==> config.mk <==
export PLATFORM = sky130hd
export DESIGN_NAME = cmp_serial_ctrl
export DESIGN_NICKNAME = d
export VERILOG_FILES = /design/src/rtl/cmp_serial_ctrl.sv
export SDC_FILE = /design/constraint.sdc
export NUM_CORES = 1
export LEC_CHECK = 0
export BUFFER_PORTS_ARGS = -buffer_cell sky130_fd_sc_hd__buf_4
export CORE_MARGIN = 3
export CORE_UTILIZATION = 53
export DETAILED_ROUTE_END_ITERATION = 7
export PLACE_DENSITY = 0.83
export SYNTH_ARGS = -nofsm -noshare
export SYNTH_HDL_FRONTEND = slang
export SYNTH_SLANG_ARGS = --single-unit
==> constraint.sdc <==
create_clock -name clk -period 2.3 [get_ports clk]
set_input_delay 0.345 -clock clk [delete_from_list [all_inputs] [get_ports clk]]
set_output_delay 0.345 -clock clk [all_outputs]
set_load 0.01 [all_outputs]
==> src/rtl/cmp_serial_ctrl.sv <==
// Serial magnitude comparator sequencer: walks a WIDTH-bit compare through one
// shared external comparator3 slice, LSB slice first, with start/busy/done handshake.
module cmp_serial_ctrl #(
  parameter int WIDTH = 8,
  parameter int SLICE = 3
) (
  input  logic             clk,
  input  logic             rst,
  input  logic             start,
  input  logic [WIDTH-1:0] a,
  input  logic [WIDTH-1:0] b,
  input  logic             l_in,
  input  logic             e_in,
  input  logic             g_in,
  output logic [SLICE-1:0] sl_p,
  output logic [SLICE-1:0] sl_q,
  output logic             sl_l,
  output logic             sl_e,
  output logic             sl_g,
  input  logic             sl_lt,
  input  logic             sl_et,
  input  logic             sl_gt,
  output logic             busy,
  output logic             done,
  output logic             lt,
  output logic             et,
  output logic             gt,
  output logic             err
);

  localparam int N     = (WIDTH + SLICE - 1) / SLICE;
  localparam int PW    = N * SLICE;
  localparam int IDX_W = (N > 1) ? $clog2(N) : 1;

  localparam logic [IDX_W-1:0] IDX_LAST = IDX_W'(N - 1);

  localparam logic [1:0] ST_IDLE = 2'd0;
  localparam logic [1:0] ST_RUN  = 2'd1;
  localparam logic [1:0] ST_DONE = 2'd2;

  // Flag vectors are ordered {l, e, g} throughout.
  logic [1:0]       state_q, state_d;
  logic [PW-1:0]    a_q, a_d;
  logic [PW-1:0]    b_q, b_d;
  logic [IDX_W-1:0] idx_q, idx_d;
  logic [2:0]       flags_q, flags_d;
  logic [2:0]       res_q, res_d;
  logic             err_q, err_d;
  logic [2:0]       slice_res;
  logic [2:0]       start_flags;

  assign slice_res = {sl_lt, sl_et, sl_gt};

  // g beats l; e is the fallback so an all-zero cascade still means "equal so far".
  assign start_flags = g_in ? 3'b001 :
                       l_in ? 3'b100 : 3'b010;

  // NOTE: every always_comb output gets a default first, so no path can infer a latch.
  always_comb begin
    state_d = state_q;
    a_d     = a_q;
    b_d     = b_q;
    idx_d   = idx_q;
    flags_d = flags_q;
    res_d   = res_q;
    err_d   = err_q;
    case (state_q)
      ST_IDLE, ST_DONE: begin
        if (start) begin
          state_d = ST_RUN;
          a_d     = PW'(a);
          b_d     = PW'(b);
          idx_d   = '0;
          err_d   = 1'b0;
          flags_d = start_flags;
        end else begin
          state_d = ST_IDLE;
        end
      end
      ST_RUN: begin
        flags_d = slice_res;
        idx_d   = idx_q + 1'b1;
        if (!$onehot(slice_res)) err_d = 1'b1;
        if (idx_q == IDX_LAST) begin
          state_d = ST_DONE;
          res_d   = slice_res;
        end
      end
      default: state_d = ST_IDLE;
    endcase
  end

  // NOTE: state registers use non-blocking assignments so all flops update together.
  always_ff @(posedge clk) begin
    if (rst) begin
      state_q <= ST_IDLE;
      a_q     <= '0;
      b_q     <= '0;
      idx_q   <= '0;
      flags_q <= '0;
      res_q   <= '0;
      err_q   <= 1'b0;
    end else begin
      state_q <= state_d;
      a_q     <= a_d;
      b_q     <= b_d;
      idx_q   <= idx_d;
      flags_q <= flags_d;
      res_q   <= res_d;
      err_q   <= err_d;
    end
  end

  assign busy = (state_q == ST_RUN);
  assign done = (state_q == ST_DONE);

  // The shared slice sees all-zero inputs whenever this sequencer is not using it.
  always_comb begin
    sl_p = '0;
    sl_q = '0;
    {sl_l, sl_e, sl_g} = 3'b000;
    if (busy) begin
      sl_p = a_q[idx_q*SLICE +: SLICE];
      sl_q = b_q[idx_q*SLICE +: SLICE];
      {sl_l, sl_e, sl_g} = flags_q;
    end
  end

  assign {lt, et, gt} = res_q;
  assign err          = err_q;

endmodule

; After elaboration in Yosys (flattened, before gate mapping)
; Index checks and enable logic that the tools add are counted.
; Widths: inputs -> output; s select.
[op_classes]
addsub = 3
n_mul = 1
n_eq_ne = 7
n_shift = 2
muxes = 17
reduce_logical = 7
[ops]
columns = cell, count
row1 = $shiftx 9x5->3, 2
row2 = $mux 3, 5
row3 = $pmux 2 s2, 2
row4 = $mux 1, 6
row5 = $pmux 3 s2, 1
row6 = $reduce_and 2->1, 3
row7 = $eq 2x1->1 const B, 2
row8 = $eq 2x2->1 const B, 2
row9 = $mul 2x2->4 const B, 1
row10 = $mux 2, 2
row11 = $ne 2x2->1 const B, 2
row12 = $reduce_and 3->1, 1
row13 = $add 1x1->2, 1
row14 = $add 2x1->2, 1
row15 = $add 2x1->2 const B, 1
row16 = $logic_not 2->1, 1
row17 = $ne 2x1->1 const B, 1
row18 = $pmux 1 s2, 1
row19 = $reduce_bool 2->1, 1
row20 = $reduce_or 2->1, 1
[word_totals]
register_bits = 27

; Logic depth before layout (Yosys ltp)
[depth]
word_depth = 5
ltp_mapped = 6
depth_no_buf = 5

; Least setup slack after synthesis
; OpenSTA, ideal clock, no wires.
[synth_timing]
kind = flip-flop to output port
startpoint = register state_q[0]
endpoint = output port sl_p[2]
arrival_time_ns = 0.972
required_time_ns = 1.955
path_slack_ns = 0.983
stages_incl_launch_ff = 4
path_buffers = 1
path_cell_list = dfxtp_1 nand2b_2 buf_2 nor3_1
[synth_between]
elab_chain_len = 2
[synth_lines]
columns = item, line_no
row1 = from (decl), 42  ; logic [1:0] state_q, state_d;
row2 = from (signal assigned), 104  ; state_q <= state_d;
row3 = $eq 2x1->1, 114  ; assign busy = (state_q == ST_RUN);
row4 = $mux 3, 122  ; if (busy) begin
row5 = to (decl), 15  ; output logic [SLICE-1:0] sl_p,
; No other way between the ends.

; Final worst setup path
[layout_timing]
startpoint = register idx_q[0]
endpoint = output port sl_p[1]
[layout_between]
elab_chain_len = 3
[layout_lines]
columns = item, line_no
row1 = from (decl), 45  ; logic [IDX_W-1:0] idx_q, idx_d;
row2 = from (signal assigned), 107  ; idx_q <= idx_d;
row3 = $mul 2x2->4, 123  ; sl_p = a_q[idx_q*SLICE +: SLICE];
row4 = $shiftx 9x5->3, 123
row5 = $mux 3, 122
; No other way between the ends.

==> metrics <==
met2 track demand over resource a little over a third; combinational share of power roughly 18%; largest net degree at the start of global routing 28; start-to-end type of the worst setup path register to primary output; areal power density over the cells between 500 and 600 nW/um2; biggest area consumer among synthesized cells sky130_fd_sc_hd__dfxtp_1; slew at the pin with the worst max-slew slack approximately 0.51 ns; met3 track demand over resource under 10%; fraction of final layout cells with drive strength greater than 1 around a quarter; startpoint type of the worst setup path register; Initial Util 59.4%; detailed-routing iteration count for the pre-antenna-repair pass 4; most common cell in the synthesized netlist sky130_fd_sc_hd__nand2_1; portion of synthesized cell area occupied by the leading cell type 43.7%; overall die width roughly 54 um; total clock buffers created by CTS 3; Worst VDD drop ~0.47 mV; number of global-route vias before repair between 1,000 and 1,500; total buffers and inverters traversed by the critical path 1; Max Clock Skew around 0.0028 ns; r2r worst-path depth 5; Post-synth EDFFs 0; drt via density approximately 5.1; Int Pwr between 600 and 700 uW; count of port buffers added during placement 38; delay-heaviest family, CP flip-flops; final hold slack ~0.26 ns; Avg Inst Size Synth 8.19 um2; data arrival at the endpoint of the critical path between 1.5 and 2 ns; area of the core region ~2100 um2; buffer count from post-CTS setup fixing 0; Switching Power around 220 uW; Main synth FF type sky130_fd_sc_hd__dfxtp_1; total non-filler cell area in the finished layout roughly 1500 um2; Critical Path End sl_p[1]; largest family of logic cells by synthesized area simple AND/OR/NAND/NOR gates; count of synthesis-stage warnings from yosys 0; part of the Yosys area used for sequential elements 43.7%; root cell of the clock tree sky130_fd_sc_hd__clkbuf_4; Synth area leaders sky130_fd_sc_hd__dfxtp_1 44%, sky130_fd_sc_hd__nand2_1 12%, sky130_fd_sc_hd__a21oi_1 10%, sky130_fd_sc_hd__mux2i_1 4.9%, sky130_fd_sc_hd__buf_6 3.6%; number of nets at the end of the flow 211; Syn Nets 178; number of cells in the finished layout apart from fillers 210; CTS-repair resized insts 0; die area 2950 um2; Setup Total Neg Slack 0 ns; top fanout value on the critical path 10; reg-to-reg setup timing slack ~0.77 ns; status finished clean; total global routing overflow 0; area of the mapped netlist 1240 um2; data required time at the worst endpoint 1.96 ns; Switching Fraction 25.9%; number of levels in the clock H-tree 1; HPWL after DPL 1800 um; count of state elements after synthesis 27; share of flip-flops with an asynchronous set or reset after synthesis 0%; adder-cell share of the synthesized area around 2.6%; category of the worst setup path capture point primary output; cell count after synthesis 151; multiplexer share of the synthesized area 4.86%; relative max-transition margin 65.8%; most congested layer reported by global routing met2; height of the die ~54 um; clock transition at the registers of the reported paths approximately 0.13 ns; final-report hold violation count 0; placed cell area 1480 um2; clock latency reported for the late side of the worst-skew pair 0.31 ns; path class of the lowest-slack min-delay path input port to register; fraction of met1 tracks used by global routing a little under a quarter; area share of and/or/nand/nor cells after synthesis 25.1%; count of hold-fix buffers inserted at cts 0; drt first-iter violations 15; total instance count after detailed placement approximately 200; Critical Path Max Stage Delay roughly 0.67 ns; worst reg2reg path endpoint res_q[0]$_SDFFE_PP0P_; LEAKAGE 0.627 nW; Max Fclk between 0.5 and 0.6 GHz; global-route total usage across every layer between 10% and 20%; maximum buffer depth of the clock tree 2; startpoint of the worst setup timing path idx_q[0]$_SDFFE_PP0P_; Critical Path, Cell by Cell mux2i_1 -> a2bb2oi_1 -> nor2_1 -> buf_4; number of max-capacitance violations reported 0; initial antenna violation count 0; Routed WL ~2400 um; total number of cells along the worst setup path 4; CTS tree done; drt wl/cell ~12 um; post-route fraction of the period consumed by the critical path between 80% and 90%; clock power share 22.3%; diode insertion count for antenna repair 0; placer congestion estimate approximately 0.73; sequential share of power about three fifths; post-route DRC violation count 0; Setup Viol. Count Final 0; count of final max-slew check failures 0; unrepaired setup endpoints after global routing no; Syn-to-layout area delta 21.9%; num ports 40; Pwr Total approximately 860 uW; r2r startpoint idx_q[0]$_SDFFE_PP0P_; post-synthesis compound-gate area fraction about 16%; cell with the biggest individual delay on the critical path sky130_fd_sc_hd__dfxtp_1; XOR/XNOR Fraction of Synth Area 0%; Sink Count 27; Cell Rows 16; top cells by count, synth 40 x sky130_fd_sc_hd__nand2_1, 27 x sky130_fd_sc_hd__dfxtp_1, 25 x sky130_fd_sc_hd__a21oi_1, 7 x sky130_fd_sc_hd__nand3_1, 7 x sky130_fd_sc_hd__nor2_1; number of distinct library cell variants in the gate-level netlist after synthesis 32; number of routed nets with antenna violations 0; Vias between 1,000 and 1,500; global-route wire length before repair 4210 um; time the worst path needs with I/O delays and setup a little under 2 ns
routing by layer:
| layer | up-vias | part of all wire, % |
|---|---|---|
| met1 | 484 | 44 |
| met2 | 24 | 51 |
| met4 | 0 | 0.53 |
| met3 | 2 | 5.2 |
| met5 | - | 0 |
| li1 | 563 | - |
state kept, by name, indices dropped and copies added (netlist names):
| name | cells |
|---|---|
| res_q | 3 |
| err | 1 |
| flags_q | 3 |
| a_q | 8 |
| state_q | 2 |
| b_q | 8 |
| idx_q | 2 |
cell type report:
type	count	area, um2
Timing Repair Buffer	39	293
Clock buffer	4	26.3
Inverter	4	15.0
Sequential cell	27	541
Multi-Input combinational cell	109	598
Tap cell	27	33.8
Fill cell	180	576
placed cells by master (no fill, tap or decap), types with 2 or more instances in the layout:
cell / instances
sky130_fd_sc_hd__a2bb2oi_1: 2
sky130_fd_sc_hd__clkbuf_4: 3
sky130_fd_sc_hd__mux2i_1: 6
sky130_fd_sc_hd__nor2_1: 7
sky130_fd_sc_hd__nand3_1: 7
sky130_fd_sc_hd__nand2_1: 40
sky130_fd_sc_hd__and2_1: 3
sky130_fd_sc_hd__dfxtp_1: 27
sky130_fd_sc_hd__a21oi_1: 25
sky130_fd_sc_hd__buf_4: 39
sky130_fd_sc_hd__inv_1: 3
sky130_fd_sc_hd__nor3_1: 2
sky130_fd_sc_hd__nor2b_1: 2
kinds of logic after synthesis:
kind of cell    count (synthesis)
buf+inv                        15
fa+ha+maj                       2
flops                          27
mux                             6
simple gates                   68
compound gates                 33
power by group through the flow:
stage               Sequential, mW  Combinational (mW)  Clock (mW)
global route                 0.519               0.175       0.216
floorplan                    0.517               0.114           0
global placement             0.524               0.152           0
finish                       0.515               0.155       0.193
CTS                          0.515               0.157       0.200
detailed placement           0.526               0.156           0
worst register-to-register path, stage by stage, from the launching register on:
cell and delay (ns):
sky130_fd_sc_hd__dfxtp_1 0.67, sky130_fd_sc_hd__inv_1 0.13, sky130_fd_sc_hd__ha_1 0.29, sky130_fd_sc_hd__nand3b_1 0.18, sky130_fd_sc_hd__nand2_1 0.08, sky130_fd_sc_hd__a21oi_1 0.13
how the worst min path moves through the flow:
stage,startpoint,end,slack [ns],cells after the start
2_1_floorplan,a_q[0]$_SDFFE_PP0P_,a_q[0]$_SDFFE_PP0P_,0.44,2
3_3_place_gp,b_q[0]$_SDFFE_PP0P_,b_q[0]$_SDFFE_PP0P_,0.44,2
4_1_cts,a[2],a_q[2]$_SDFFE_PP0P_,0.26,3
5_1_grt,a[5],a_q[5]$_SDFFE_PP0P_,0.24,3
3_5_place_dp,a_q[2]$_SDFFE_PP0P_,a_q[2]$_SDFFE_PP0P_,0.45,2
6_report,a[2],a_q[2]$_SDFFE_PP0P_,0.26,3
through the flow:
stage | worst slack, ns | util [%]
finish | 0.347 | 72.4
CTS | 0.342 | 72.4
global route | 0.240 | 72.4
global placement | 0.740 | 71.1
floorplan | 0.983 | -
detailed placement | 0.705 | 71.1
(Power assumes the default switching activity.)
